--- src/rtl/clkdiv_pkg.sv ---
// Shared encodings for the programmable clock divider and its receive-side ratio detector.
package clkdiv_pkg;

  typedef enum logic [1:0] {
    ST_IDLE    = 2'd0,
    ST_MEASURE = 2'd1,
    ST_LOCKED  = 2'd2
  } state_t;

  localparam logic [1:0] SEL_DIV2  = 2'b00;
  localparam logic [1:0] SEL_DIV4  = 2'b01;
  localparam logic [1:0] SEL_DIV8  = 2'b10;
  localparam logic [1:0] SEL_DIV16 = 2'b11;

  localparam int unsigned PERIOD_DIV2  = 2;
  localparam int unsigned PERIOD_DIV4  = 4;
  localparam int unsigned PERIOD_DIV8  = 8;
  localparam int unsigned PERIOD_DIV16 = 16;

endpackage

--- src/rtl/edge_sync.sv ---
// Two-flop synchronizer for an asynchronous input plus a delay flop for edge detection.
module edge_sync (
  input  logic Clock,
  input  logic Reset,
  input  logic async_in,
  output logic sync_out,
  output logic rise,
  output logic fall
);

  logic r_s0;
  logic r_s1;
  logic r_s2;

  always_ff @(posedge Clock) begin
    if (Reset) begin
      r_s0 <= 1'b0;
      r_s1 <= 1'b0;
      r_s2 <= 1'b0;
    end else begin
      r_s0 <= async_in;
      r_s1 <= r_s0;
      r_s2 <= r_s1;
    end
  end

  assign sync_out = r_s1;
  assign rise     = r_s1 & ~r_s2;
  assign fall     = ~r_s1 & r_s2;

endmodule

--- src/rtl/clock_ratio_detector.sv ---
// Measures period/high time of a divided clock and recovers its /2../16 ratio with lock tracking.
module clock_ratio_detector
  import clkdiv_pkg::*;
#(
  parameter int unsigned CNT_W      = 8,
  parameter int unsigned LOCK_COUNT = 4,
  parameter int unsigned TIMEOUT    = 64
) (
  input  logic             Clock,
  input  logic             Reset,
  input  logic             Clock_div,
  output logic [1:0]       Sel_det,
  output logic             Locked,
  output logic             Error,
  output logic [CNT_W-1:0] Period,
  output logic             Period_valid
);

  logic             w_s1;
  logic             w_rise;
  logic             w_fall;
  logic             w_valid;
  logic [1:0]       w_code;
  logic             w_timeout;
  logic [3:0]       w_cnt_inc;

  logic [CNT_W-1:0] r_pcnt;
  logic [CNT_W-1:0] r_hcnt;
  logic [CNT_W-1:0] r_hi_meas;

  state_t           r_state,  w_state_n;
  logic [1:0]       r_cand,   w_cand_n;
  logic [3:0]       r_match,  w_match_n;
  logic [1:0]       r_sel,    w_sel_n;
  logic             r_locked, w_locked_n;
  logic             r_error,  w_error_n;
  logic [CNT_W-1:0] r_period, w_period_n;
  logic             r_pv,     w_pv_n;

  edge_sync u_edge_sync (
    .Clock    (Clock),
    .Reset    (Reset),
    .async_in (Clock_div),
    .sync_out (w_s1),
    .rise     (w_rise),
    .fall     (w_fall)
  );

  always_ff @(posedge Clock) begin
    if (Reset) begin
      r_pcnt    <= '0;
      r_hcnt    <= '0;
      r_hi_meas <= '0;
    end else begin
      if (w_rise)
        r_pcnt <= CNT_W'(1);
      else if (r_pcnt != '1)
        r_pcnt <= r_pcnt + CNT_W'(1);

      if (w_rise)
        r_hcnt <= CNT_W'(1);
      else if (w_s1 && (r_hcnt != '1))
        r_hcnt <= r_hcnt + CNT_W'(1);

      if (w_fall)
        r_hi_meas <= r_hcnt;
    end
  end

  // Classification looks at pcnt before its reload, i.e. the period just completed.
  always_comb begin
    w_valid = 1'b0;
    w_code  = SEL_DIV2;
    if (r_pcnt == CNT_W'(PERIOD_DIV2)) begin
      w_code  = SEL_DIV2;
      w_valid = (r_hi_meas == CNT_W'(PERIOD_DIV2 / 2));
    end else if (r_pcnt == CNT_W'(PERIOD_DIV4)) begin
      w_code  = SEL_DIV4;
      w_valid = (r_hi_meas == CNT_W'(PERIOD_DIV4 / 2));
    end else if (r_pcnt == CNT_W'(PERIOD_DIV8)) begin
      w_code  = SEL_DIV8;
      w_valid = (r_hi_meas == CNT_W'(PERIOD_DIV8 / 2));
    end else if (r_pcnt == CNT_W'(PERIOD_DIV16)) begin
      w_code  = SEL_DIV16;
      w_valid = (r_hi_meas == CNT_W'(PERIOD_DIV16 / 2));
    end
  end

  assign w_timeout = (r_pcnt == CNT_W'(TIMEOUT));
  assign w_cnt_inc = r_match + 4'd1;

  always_comb begin
    w_state_n  = r_state;
    w_cand_n   = r_cand;
    w_match_n  = r_match;
    w_sel_n    = r_sel;
    w_locked_n = r_locked;
    w_error_n  = 1'b0;
    w_period_n = r_period;
    w_pv_n     = 1'b0;
    case (r_state)
      ST_IDLE: begin
        if (w_rise)
          w_state_n = ST_MEASURE;
      end
      ST_MEASURE: begin
        if (w_rise) begin
          w_period_n = r_pcnt;
          w_pv_n     = 1'b1;
          if (w_valid) begin
            if (w_code == r_cand) begin
              w_match_n = w_cnt_inc;
            end else begin
              w_cand_n  = w_code;
              w_match_n = 4'd1;
            end
            if (w_match_n == 4'(LOCK_COUNT)) begin
              w_sel_n    = w_cand_n;
              w_locked_n = 1'b1;
              w_state_n  = ST_LOCKED;
            end
          end else begin
            w_match_n = '0;
          end
        end else if (w_timeout) begin
          w_state_n = ST_IDLE;
          w_match_n = '0;
        end
      end
      ST_LOCKED: begin
        if (w_rise) begin
          w_period_n = r_pcnt;
          w_pv_n     = 1'b1;
          if (!(w_valid && (w_code == r_sel))) begin
            w_locked_n = 1'b0;
            w_error_n  = 1'b1;
            w_state_n  = ST_MEASURE;
            if (w_valid) begin
              w_cand_n  = w_code;
              w_match_n = 4'd1;
            end else begin
              w_match_n = '0;
            end
          end
        end else if (w_timeout) begin
          w_state_n  = ST_IDLE;
          w_locked_n = 1'b0;
          w_error_n  = 1'b1;
          w_match_n  = '0;
        end
      end
      default: begin
        w_state_n  = ST_IDLE;
        w_locked_n = 1'b0;
        w_match_n  = '0;
      end
    endcase
  end

  always_ff @(posedge Clock) begin
    if (Reset) begin
      r_state  <= ST_IDLE;
      r_cand   <= '0;
      r_match  <= '0;
      r_sel    <= '0;
      r_locked <= 1'b0;
      r_error  <= 1'b0;
      r_period <= '0;
      r_pv     <= 1'b0;
    end else begin
      r_state  <= w_state_n;
      r_cand   <= w_cand_n;
      r_match  <= w_match_n;
      r_sel    <= w_sel_n;
      r_locked <= w_locked_n;
      r_error  <= w_error_n;
      r_period <= w_period_n;
      r_pv     <= w_pv_n;
    end
  end

  assign Sel_det      = r_sel;
  assign Locked       = r_locked;
  assign Error        = r_error;
  assign Period       = r_period;
  assign Period_valid = r_pv;

endmodule

--- config.mk ---
export PLATFORM = sky130hd
export DESIGN_NAME = clock_ratio_detector
export DESIGN_NICKNAME = d
export VERILOG_FILES = /design/src/rtl/clkdiv_pkg.sv /design/src/rtl/edge_sync.sv /design/src/rtl/clock_ratio_detector.sv
export SDC_FILE = /design/constraint.sdc
export NUM_CORES = 1
export LEC_CHECK = 0
export CORE_ASPECT_RATIO = 1.1
export CORE_MARGIN = 10
export CORE_UTILIZATION = 40
export DETAILED_ROUTE_END_ITERATION = 6
export MAX_ROUTING_LAYER = met4
export PLACE_DENSITY = 0.57
export SLEW_MARGIN = 20
export SYNTH_ARGS = -nofsm -noshare
export SYNTH_HDL_FRONTEND = slang
export SYNTH_SLANG_ARGS = --single-unit
--- constraint.sdc ---
create_clock -name Clock -period 3.4 [get_ports Clock]
set_input_delay 0.68 -clock Clock [delete_from_list [all_inputs] [get_ports Clock]]
set_output_delay 0.68 -clock Clock [all_outputs]
set_load 0.005 [all_outputs]
Word level (Yosys, flattened, before mapping) --
Cells that the tools add are included.
Word-level totals: register bits after elaboration 48, input bits 3, word-level logic and storage cells 118
Cells by class: add/sub/neg operators 3, eq/ne operators 27, multiplexer cells 49, bitwise operators 7, reduce and logical (&&, ||, !) cells 16
Operator list (count):
- $mux 4 | 9
- $mux 2 | 17
- $mux 1 | 19
- $add 8x1->8 const B | 2
- $eq 8x2->1 const B | 2
- $eq 8x3->1 const B | 2
- $eq 8x4->1 const B | 2
- $ne 8x8->1 const B | 2
- $pmux 4 s3 | 1
- $reduce_and 6->1 | 2
- $ne 3x3->1 const B | 3
- $eq 8x1->1 const B | 1
- $eq 8x5->1 const B | 1
- $eq 8x7->1 const B | 1
- $ne 2x2->1 const B | 4
- $reduce_and 4->1 | 2
- $reduce_or 2->1 | 4
- $ne 2x1->1 const B | 3
- $pmux 2 s3 | 1
- $reduce_bool 2->1 | 3
- $not 1->1 | 5
- $add 4x1->4 const B | 1
- $eq 2x2->1 | 2
- $eq 4x3->1 const B | 1
- 9 further kinds | 12

Logic depth before layout (Yosys ltp) --
Gate-level depths: netlist of the first run.
word-level depth 15, depth in mapped cells 9

Hierarchy --
Synthesis of the first run repeated with hierarchy kept, for this count alone.
Unflattened totals: cells, all modules 307, area total of the unflattened synthesis 2563.7 µm²
Modules (own cells, without submodules):
- clock_ratio_detector | instances 1, cells each 299, area each 2472.4 µm², sequential area each 900.9 µm²
- edge_sync | instances 1, cells each 8, area each 91.3 µm², sequential area each 60.1 µm²

Worst setup path after synthesis of the first run --
Ideal clock, no wire load.
path kind register to register, start register r_pcnt[0], end register r_state[0], arrival time 2.455 ns, path slack 0.870 ns, cell stages (with the launch flop) 10, clock period less this slack 2.530 ns, cells stage by stage dfxtp_1 > inv_1 > ha_1 > or4b_4 > nor3_2 > xor2_1 > a211oi_1 > a31oi_1 > a211o_1 > a22oi_2
Between the ends: word-level cells in the longest chain between the ends 13, elaborated cells between the ends (all ways) 29, classes of those cells eq/ne: 11; mux: 16; reduce/logical: 2
RTL lines:
- start, declared | RTL line clock_ratio_detector.sv:27 | logic [CNT_W-1:0] r_pcnt;
- start signal, assigned | RTL line clock_ratio_detector.sv:58 | r_pcnt <= r_pcnt + CNT_W'(1);
- $eq 8x5->1 | RTL line clock_ratio_detector.sv:83 | end else if (r_pcnt == CNT_W'(PERIOD_DIV16)) begin
- $mux 2 | RTL line clock_ratio_detector.sv:83
- $mux 2 | RTL line clock_ratio_detector.sv:80 | end else if (r_pcnt == CNT_W'(PERIOD_DIV8)) begin
- $mux 2 | RTL line clock_ratio_detector.sv:77 | end else if (r_pcnt == CNT_W'(PERIOD_DIV4)) begin
- $mux 2 | RTL line clock_ratio_detector.sv:74 | if (r_pcnt == CNT_W'(PERIOD_DIV2)) begin
- $eq 2x2->1 | RTL line clock_ratio_detector.sv:111 | if (w_code == r_cand) begin
- $mux 4 | RTL line clock_ratio_detector.sv:111
- $mux 4 | RTL line clock_ratio_detector.sv:110 | if (w_valid) begin
- $mux 4 | RTL line clock_ratio_detector.sv:107 | if (w_rise) begin
- $mux 4 | RTL line clock_ratio_detector.sv:101 | case (r_state)
- $eq 4x3->1 | RTL line clock_ratio_detector.sv:117 | if (w_match_n == 4'(LOCK_COUNT)) begin
- $ne 3x3->1 (no source line)
- $reduce_and 4->1 (no source line)
- end signal, assigned | RTL line clock_ratio_detector.sv:171 | r_state <= w_state_n;
- end, declared | RTL line clock_ratio_detector.sv:31 | state_t r_state, w_state_n;
Several ways; a longest one is shown, not always the timed one. The select of a mux whose other input is x is not followed. A chain may end at the register's enable or synchronous reset.

Worst setup path after layout of the first run --
Same ends and word-level chain as after synthesis.

==> summary.log, run 1 <==
[power_and_ir_drop] overall power after layout 1.01 mW
[worst_setup_path] largest fanout on the critical path 5
[floorplan] area enclosed by the die boundary 10100 sq um
[timing] hold_ws 461 ps
[clock_tree] number of post-CTS setup repair buffers 0
[clock_tree] post-CTS sizing 0
[logic_synthesis] flops & latches, synth 48
[floorplan] cell row count 30
[floorplan] area of the core 6230 sq um
[clock_tree] Clock Sink Count 48
[clock_tree] number of clock buffers inserted by TritonCTS 5
[clock_tree] root buffer selected by CTS clkbuf_8
[finish] Antenna diodes 0
[logic_synthesis] average instance area after synthesis 8.54 sq um
[power_and_ir_drop] Gate power share 8.5%
[logic_synthesis] count of mapped cells out of synthesis 304
[logic_synthesis] most used flip-flop cell after synthesis dfxtp_1
[timing] Final TNS setup 0 ps
[global_route] initial antenna violation count 0
[hold_path] worst hold path endpoint r_hi_meas[5]$_SDFFE_PP0P_
[timing] actual transition at the worst max-transition pin 570 ps
[worst_setup_path] Largest delay share family, worst path compound AO/OA/AOI/OAI gates
[logic_synthesis] Synth area leaders dfxtp_1, nor2_1, a21oi_1, ha_1, mux2i_1
[power_and_ir_drop] internal cell power 0.768 mW
[timing] post-route clock skew 9.15 ps
[finish] nets 325
[clock_tree] H-tree depth 2
[global_route] wire length of the first global-routing pass 9850 microns
[worst_setup_path] arrival time at the worst endpoint 3020 ps
[power_and_ir_drop] net switching power figure 0.246 mW
[logic_synthesis] netlist area before placement 2590 sq um
[worst_setup_path] highest cell delay on the worst timing path 490 ps
[worst_setup_path] critical path endpoint category flop
[detailed_routing] Starting DRT DRC Count 82
[hold_path] Hold Crit Class reg -> reg
[worst_setup_path] class of the most critical setup path reg -> reg
[timing] final setup violation count 0
[floorplan] starting utilization of the core area 41.6%
[clock_tree] maximum buffer depth of the clock tree 2
[worst_setup_path] cell-by-cell listing of the critical path inv_1 -> ha_1 -> or4b_4 -> nor3_2 -> xor2_1 -> a211oi_1 -> a31oi_1 -> a211o_1 -> a22oi_2
[power_and_ir_drop] maximum VDD drop 0.000174 V
[floorplan] die width 96.8 microns
[detailed_routing] final routed wirelength across all metal layers 5690 microns
[detailed_routing] number of routed nets with antenna violations 0
[clock_tree] clock insertion delay at the later pin of the skew report 300 ps
[worst_setup_path] type of element launching the critical path flop
[clock_tree] post-cts hold buffer count 0
[detailed_routing] average wire per cell in the routed design 14.4 microns
[timing] total count of max-transition violations in the final report 0
[power_and_ir_drop] switching share of total power 24.3%
[worst_setup_path] slowest stage cell, crit path or4b_4
[placed_design] Routability Congestion 0.827
[detailed_routing] DR vias 2139
[worst_setup_path] Crit Reg-Reg Startpoint r_pcnt[0]$_SDFFE_PP0P_
[hold_path] number of cells traversed by the worst hold path 2
[worst_setup_path] buffers plus inverters on the worst setup path 1
[job] number of max-capacitance violations reported 0
[detailed_routing] detailed-route DRC error count 0
[logic_synthesis] fraction of the yosys area taken by sequential cells 37.0%
[placed_design] post-detailed-placement half-perimeter wirelength 4160 microns
[finish] fraction of layout instances using a drive strength above 1 8.60%
[hold_path] worst hold path startpoint r_hi_meas[5]$_SDFFE_PP0P_
[global_route] largest net degree at the start of global routing 20
[timing] Slew headroom 61.7%
[timing] Max Clk Rate 357 MHz
[timing] shortest period the worst path allows 2800 ps
[worst_setup_path] reg-to-reg endpoint r_state[0]$_SDFFE_PP0P_
[worst_setup_path] worst reg-to-reg setup slack 600 ps
[power_and_ir_drop] Seq pwr share 56.9%
[run_status] status finished, final reports clean
[timing] setup repair after global routing missed its margin no
[worst_setup_path] r2r worst-path depth 9
[logic_synthesis] proportion of netlist area held by the largest area contributor 37.0%
[clock_tree] CTS tree done
[global_route] total track usage 11.4%
[logic_synthesis] share of flip-flops with an asynchronous set or reset 0%
[power_and_ir_drop] static leakage power 1.00 nW
[global_route] via count of the first global-routing pass 2085
[detailed_routing] detailed-route vias per instance 5.43
[clock_tree] clock-pin transition on the worst setup and hold timing paths 90 ps
[global_route] GRT Residual Overflow 0
[placed_design] Port Buf Inserts 15
[finish] synth-to-layout area growth 10.3%
[logic_synthesis] distinct cell type count after synthesis 65
[logic_synthesis] syn nets 316
[logic_synthesis] cell type with the largest total area after synthesis dfxtp_1
[logic_synthesis] number of enable-type register cells in the synthesized netlist 0
[timing] Final Hold Fails 0
[timing] final period utilization 82.3%
[power_and_ir_drop] clock network fraction of design power 34.6%
[detailed_routing] first-pass detailed-route iteration total 4
[power_and_ir_drop] total power density per cell area 354 nW/um^2
[logic_synthesis] number of warnings reported in the yosys synthesis log 0
[floorplan] Top-Level Pins 16
[floorplan] die height 104 microns
[worst_setup_path] Req. time, crit path 3630 ps
-- layer usage --
layer  vias to the layer above  track usage, %  part of all wire [%]
met5                         -               -                     0
met4                         0            2.64                  0.95
met3                         5            2.39                   2.6
met2                        26            18.9                    47
met1                      1004            13.8                    49
li1                       1104               -                     -
-- tightest hold or removal path, cell delays in order (launching register included) --
cell and delay, ps:
dfxtp_1 320, nand2_1 50, a21oi_1 50
-- synthesized netlist by cell type, types with 5 or more instances --
master / count
o21ai_0: 6
a21oi_1: 24
xnor2_1: 5
nand3_1: 10
ha_1: 9
dfxtp_1: 48
nor2_1: 35
a31oi_1: 7
clkbuf_1: 8
inv_1: 12
mux2i_1: 11
nand2b_1: 5
nor2b_1: 7
nand4_1: 9
nand2_1: 26
nor3_1: 8
xor2_1: 6
-- sequential cells by signal, indices dropped and copies added (netlist names) --
name,count
r_hi_meas,8
u_edge_sync.r_s2,1
r_hcnt,8
u_edge_sync.sync_out,1
Sel_det,2
r_cand,2
u_edge_sync.r_s0,1
Period,8
r_match,4
Locked,1
r_state,2
Period_valid,1
r_pcnt,8
Error,1
-- stage by stage --
stage          setup WS, ps  area [sq um]  util (%)  cells
4_1_cts                 588          2860      45.9    394
3_3_place_gp            710          2770      44.4    386
5_1_grt                 391          2860      45.9    394
3_5_place_dp            626          2770      44.4    386
2_1_floorplan           870          2590         -    304
6_report                603          2860      45.9    394
-- worst max-delay path by stage --
stage                      startpoint                       to  slack [ps]  cells past startpoint
6_report       r_pcnt[0]$_SDFFE_PP0P_  r_state[0]$_SDFFE_PP0P_         600                      9
5_1_grt        r_pcnt[0]$_SDFFE_PP0P_  r_state[0]$_SDFFE_PP0P_         390                      9
4_1_cts        r_pcnt[0]$_SDFFE_PP0P_  r_state[0]$_SDFFE_PP0P_         590                      9
3_5_place_dp   r_pcnt[0]$_SDFFE_PP0P_  r_state[0]$_SDFFE_PP0P_         630                      9
3_3_place_gp   r_pcnt[0]$_SDFFE_PP0P_  r_state[0]$_SDFFE_PP0P_         710                      9
2_1_floorplan  r_pcnt[0]$_SDFFE_PP0P_  r_state[0]$_SDFFE_PP0P_         870                      9
-- power by group through the flow --
stage / clock (mW) / sequential (mW) / combinational, mW
after floorplan: 0 / 0.587 / 0.0695
after global placement: 0 / 0.590 / 0.0860
after detailed placement: 0 / 0.590 / 0.0865
after CTS: 0.367 / 0.577 / 0.0869
after global routing: 0.380 / 0.578 / 0.0962
final: 0.351 / 0.577 / 0.0866
-- cell type report --
type / instances / area (sq um)
sequential: 48 / 961
inverter: 12 / 45.0
clock buffer: 7 / 86.3
fill: 667 / 3370
timing repair buffer: 18 / 173
clock inverter: 1 / 7.51
tap: 80 / 100
multi-input combinational: 228 / 1490
-- logic make-up after synthesis --
family,after synthesis,synth area share [%]
buffers and inverters,28,5.54
flip-flops,48,37.0
AND/OR/NAND/NOR,134,28.6
AO/OA/AOI/OAI,63,16.5
multiplexers,11,4.24
adder cells (fa/ha/maj),9,4.34
XOR/XNOR,11,3.71
-- placed cells by master (no fill, tap or decap), types with 3 or more instances in the layout --
| master | Yosys | layout |
|---|---|---|
| nor2b_1 | 7 | 7 |
| a21oi_1 | 24 | 24 |
| inv_1 | 12 | 12 |
| mux2i_1 | 11 | 11 |
| or3_1 | 4 | 4 |
| and2_1 | 3 | 3 |
| nand2b_1 | 5 | 5 |
| a31oi_1 | 7 | 7 |
| o21ai_0 | 6 | 6 |
| nand4_1 | 9 | 9 |
| clkdlybuf4s50_1 | 0 | 15 |
| xnor2_1 | 5 | 5 |
| buf_4 | 1 | 3 |
| xor2_1 | 6 | 6 |
| clkbuf_8 | 0 | 6 |
| o211ai_1 | 4 | 4 |
| nand2_1 | 26 | 26 |
| nand3_1 | 10 | 10 |
| nor3_1 | 8 | 8 |
| dfxtp_1 | 48 | 48 |
| a211oi_1 | 3 | 3 |
| ha_1 | 9 | 9 |
| nor2_1 | 35 | 35 |
(Power assumes the default switching activity.)
==> run 2: changes to the inputs <==
Settings changed: PLACE_DENSITY 0.57 to 0.6.
Clock period 3.4 ns to 2.5 ns, I/O delays scaled along.
==> summary.log, run 2 (synthesis results as in run 1) <==
[run_status] status finished, final reports clean
[floorplan] die width 96.8 microns
[detailed_routing] detailed-route vias per instance 5.45
[detailed_routing] average wire per cell in the routed design 14.2 microns
[clock_tree] CTS tree done
[worst_setup_path] Req. time, crit path 2730 ps
[finish] highest-count cells in the layout ignoring fill and taps dfxtp_1, nor2_1, nand2_1
[floorplan] area of the core 6230 sq um
[global_route] total track usage 11.7%
[hold_path] Hold Crit Class reg -> reg
[global_route] GRT met1 Usage 13.8%
[placed_design] post-detailed-placement half-perimeter wirelength 4450 microns
[global_route] busiest layer in global routing met2
[timing] Max Clk Rate 411 MHz
[global_route] met2 track demand over resource in global routing 19.0%
[detailed_routing] Starting DRT DRC Count 95
[detailed_routing] final routed wirelength across all metal layers 5910 microns
[worst_setup_path] largest fanout on the critical path 4
[clock_tree] clock insertion delay at the later pin of the skew report 300 ps
[timing] Final Hold Fails 0
[timing] shortest period the worst path allows 2430 ps
[floorplan] Top-Level Pins 16
[timing] final setup violation count 0
[floorplan] die height 104 microns
[finish] post-route cell area 3140 sq um
[placed_design] instance area after placement 2920 sq um
[timing] Final TNS setup 0 ps
[worst_setup_path] type of element launching the critical path flop
[timing] setup repair after global routing missed its margin yes
[placed_design] Routability Congestion 0.853
[timing] total count of max-transition violations in the final report 0
[global_route] GRT Residual Overflow 0
[detailed_routing] first-pass detailed-route iteration total 4
[finish] Antenna diodes 0
[global_route] via count of the first global-routing pass 2227
[clock_tree] number of clock buffers inserted by TritonCTS 5
[timing] actual transition at the worst max-transition pin 560 ps
[timing] Slew headroom 62.4%
[global_route] initial antenna violation count 0
[clock_tree] root buffer selected by CTS clkbuf_8
[placed_design] post-placement setup slack 13.0 ps
[clock_tree] H-tree depth 2
[global_route] wire length of the first global-routing pass 10200 microns
[worst_setup_path] worst reg-to-reg setup slack 70 ps
[timing] post-route clock skew 7.55 ps
[finish] synth-to-layout area growth 21.0%
[detailed_routing] DR vias 2269
[job] number of max-capacitance violations reported 0
[finish] Final Util 50.4%
[global_route] met3 GRT Util 2.59%
[detailed_routing] detailed-route DRC error count 0
[worst_setup_path] critical path endpoint category flop
[clock_tree] maximum buffer depth of the clock tree 2
[finish] most common cell after layout, fill and taps aside dfxtp_1
[placed_design] Port Buf Inserts 15
[timing] final period utilization 97.3%
[power_and_ir_drop] maximum VDD drop 0.000259 V
[clock_tree] Clock Sink Count 48
[global_route] largest net degree at the start of global routing 19
[floorplan] cell row count 30
[finish] nets 347
[finish] count of filler cells inserted in the layout 609
[clock_tree] clock-pin transition on the worst setup and hold timing paths 100 ps
[worst_setup_path] class of the most critical setup path reg -> reg
[timing] worst setup margin 68.0 ps
[finish] fraction of layout instances using a drive strength above 1 19.0%
[floorplan] starting utilization of the core area 41.6%
[worst_setup_path] arrival time at the worst endpoint 2660 ps
[power_and_ir_drop] total power density per cell area 462 nW/um^2
[power_and_ir_drop] static leakage power 1.12 nW
[detailed_routing] number of routed nets with antenna violations 0
[floorplan] area enclosed by the die boundary 10100 sq um
run 2: cell types whose count changed in the layout (fill, tap and decap cells not counted), moves of 2 or more:
cell     before  now
inv_1        12   10
dfxtp_1      48   46
inv_2         0    2
buf_4         3   25
dfxtp_2       0    2
inv_6         0    2
run 2: power breakdown:
| group | leakage [nW] | switching, mW | internal [mW] |
|---|---|---|---|
| clock | 0.0522 | 0.278 | 0.232 |
| sequential | 0.388 | 0.00821 | 0.774 |
| combinational | 0.683 | 0.0883 | 0.0719 |
run 2: area by class of cell:
cell class                 instances  area [sq um]  area share (%)
multi-input combinational        228          1590            50.7
sequential                        48           963            30.7
timing repair buffer              40           338            10.8
tap                               80           100            3.19
clock buffer                       6          82.6            2.63
inverter                          12          45.0            1.43
clock inverter                     2          17.5           0.558
run 2: metal layers:
metal / routed length (microns) / share of wire (%)
met1: 2810 / 48
met5: 0 / 0
met4: 94 / 1.6
met2: 2830 / 48
met3: 176 / 3.0
run 2: metrics by stage:
step / cells / total power [mW] / hold WS, ps
2_1_floorplan: 304 / 0.893 / 414
3_3_place_gp: 406 / 0.943 / 425
3_5_place_dp: 406 / 0.944 / 423
4_1_cts: 414 / 1.46 / 464
5_1_grt: 416 / 1.52 / 475
6_report: 416 / 1.45 / 463
run 2: critical path, stage by stage, from the launching register on:
cell and delay [ps]:
dfxtp_2 330, inv_2 70, ha_4 140, or4b_4 510, or4_4 500, and3_4 200
o211ai_4 100, o21ai_4 90, a211o_1 280, a22oi_2 140
run 2: repair_timing:
item | CTS | global route
setup endpoints to repair | 2 | 11
hold buffers | 0 | 0
pin swaps | 0 | 3
resized for setup | 0 | 19
buffers inserted | 0 | 2
run 2: final timing paths:
| check | from | endpoint | cells after the start |
|---|---|---|---|
| worst max-delay path | r_pcnt[1]$_SDFFE_PP0P_ | r_state[0]$_SDFFE_PP0P_ | 9 |
| worst min-delay path | r_hi_meas[7]$_SDFFE_PP0P_ | r_hi_meas[7]$_SDFFE_PP0P_ | 2 |
| worst max register to register | r_pcnt[1]$_SDFFE_PP0P_ | r_state[0]$_SDFFE_PP0P_ | 9 |
| worst min register to register | r_hi_meas[7]$_SDFFE_PP0P_ | r_hi_meas[7]$_SDFFE_PP0P_ | 2 |
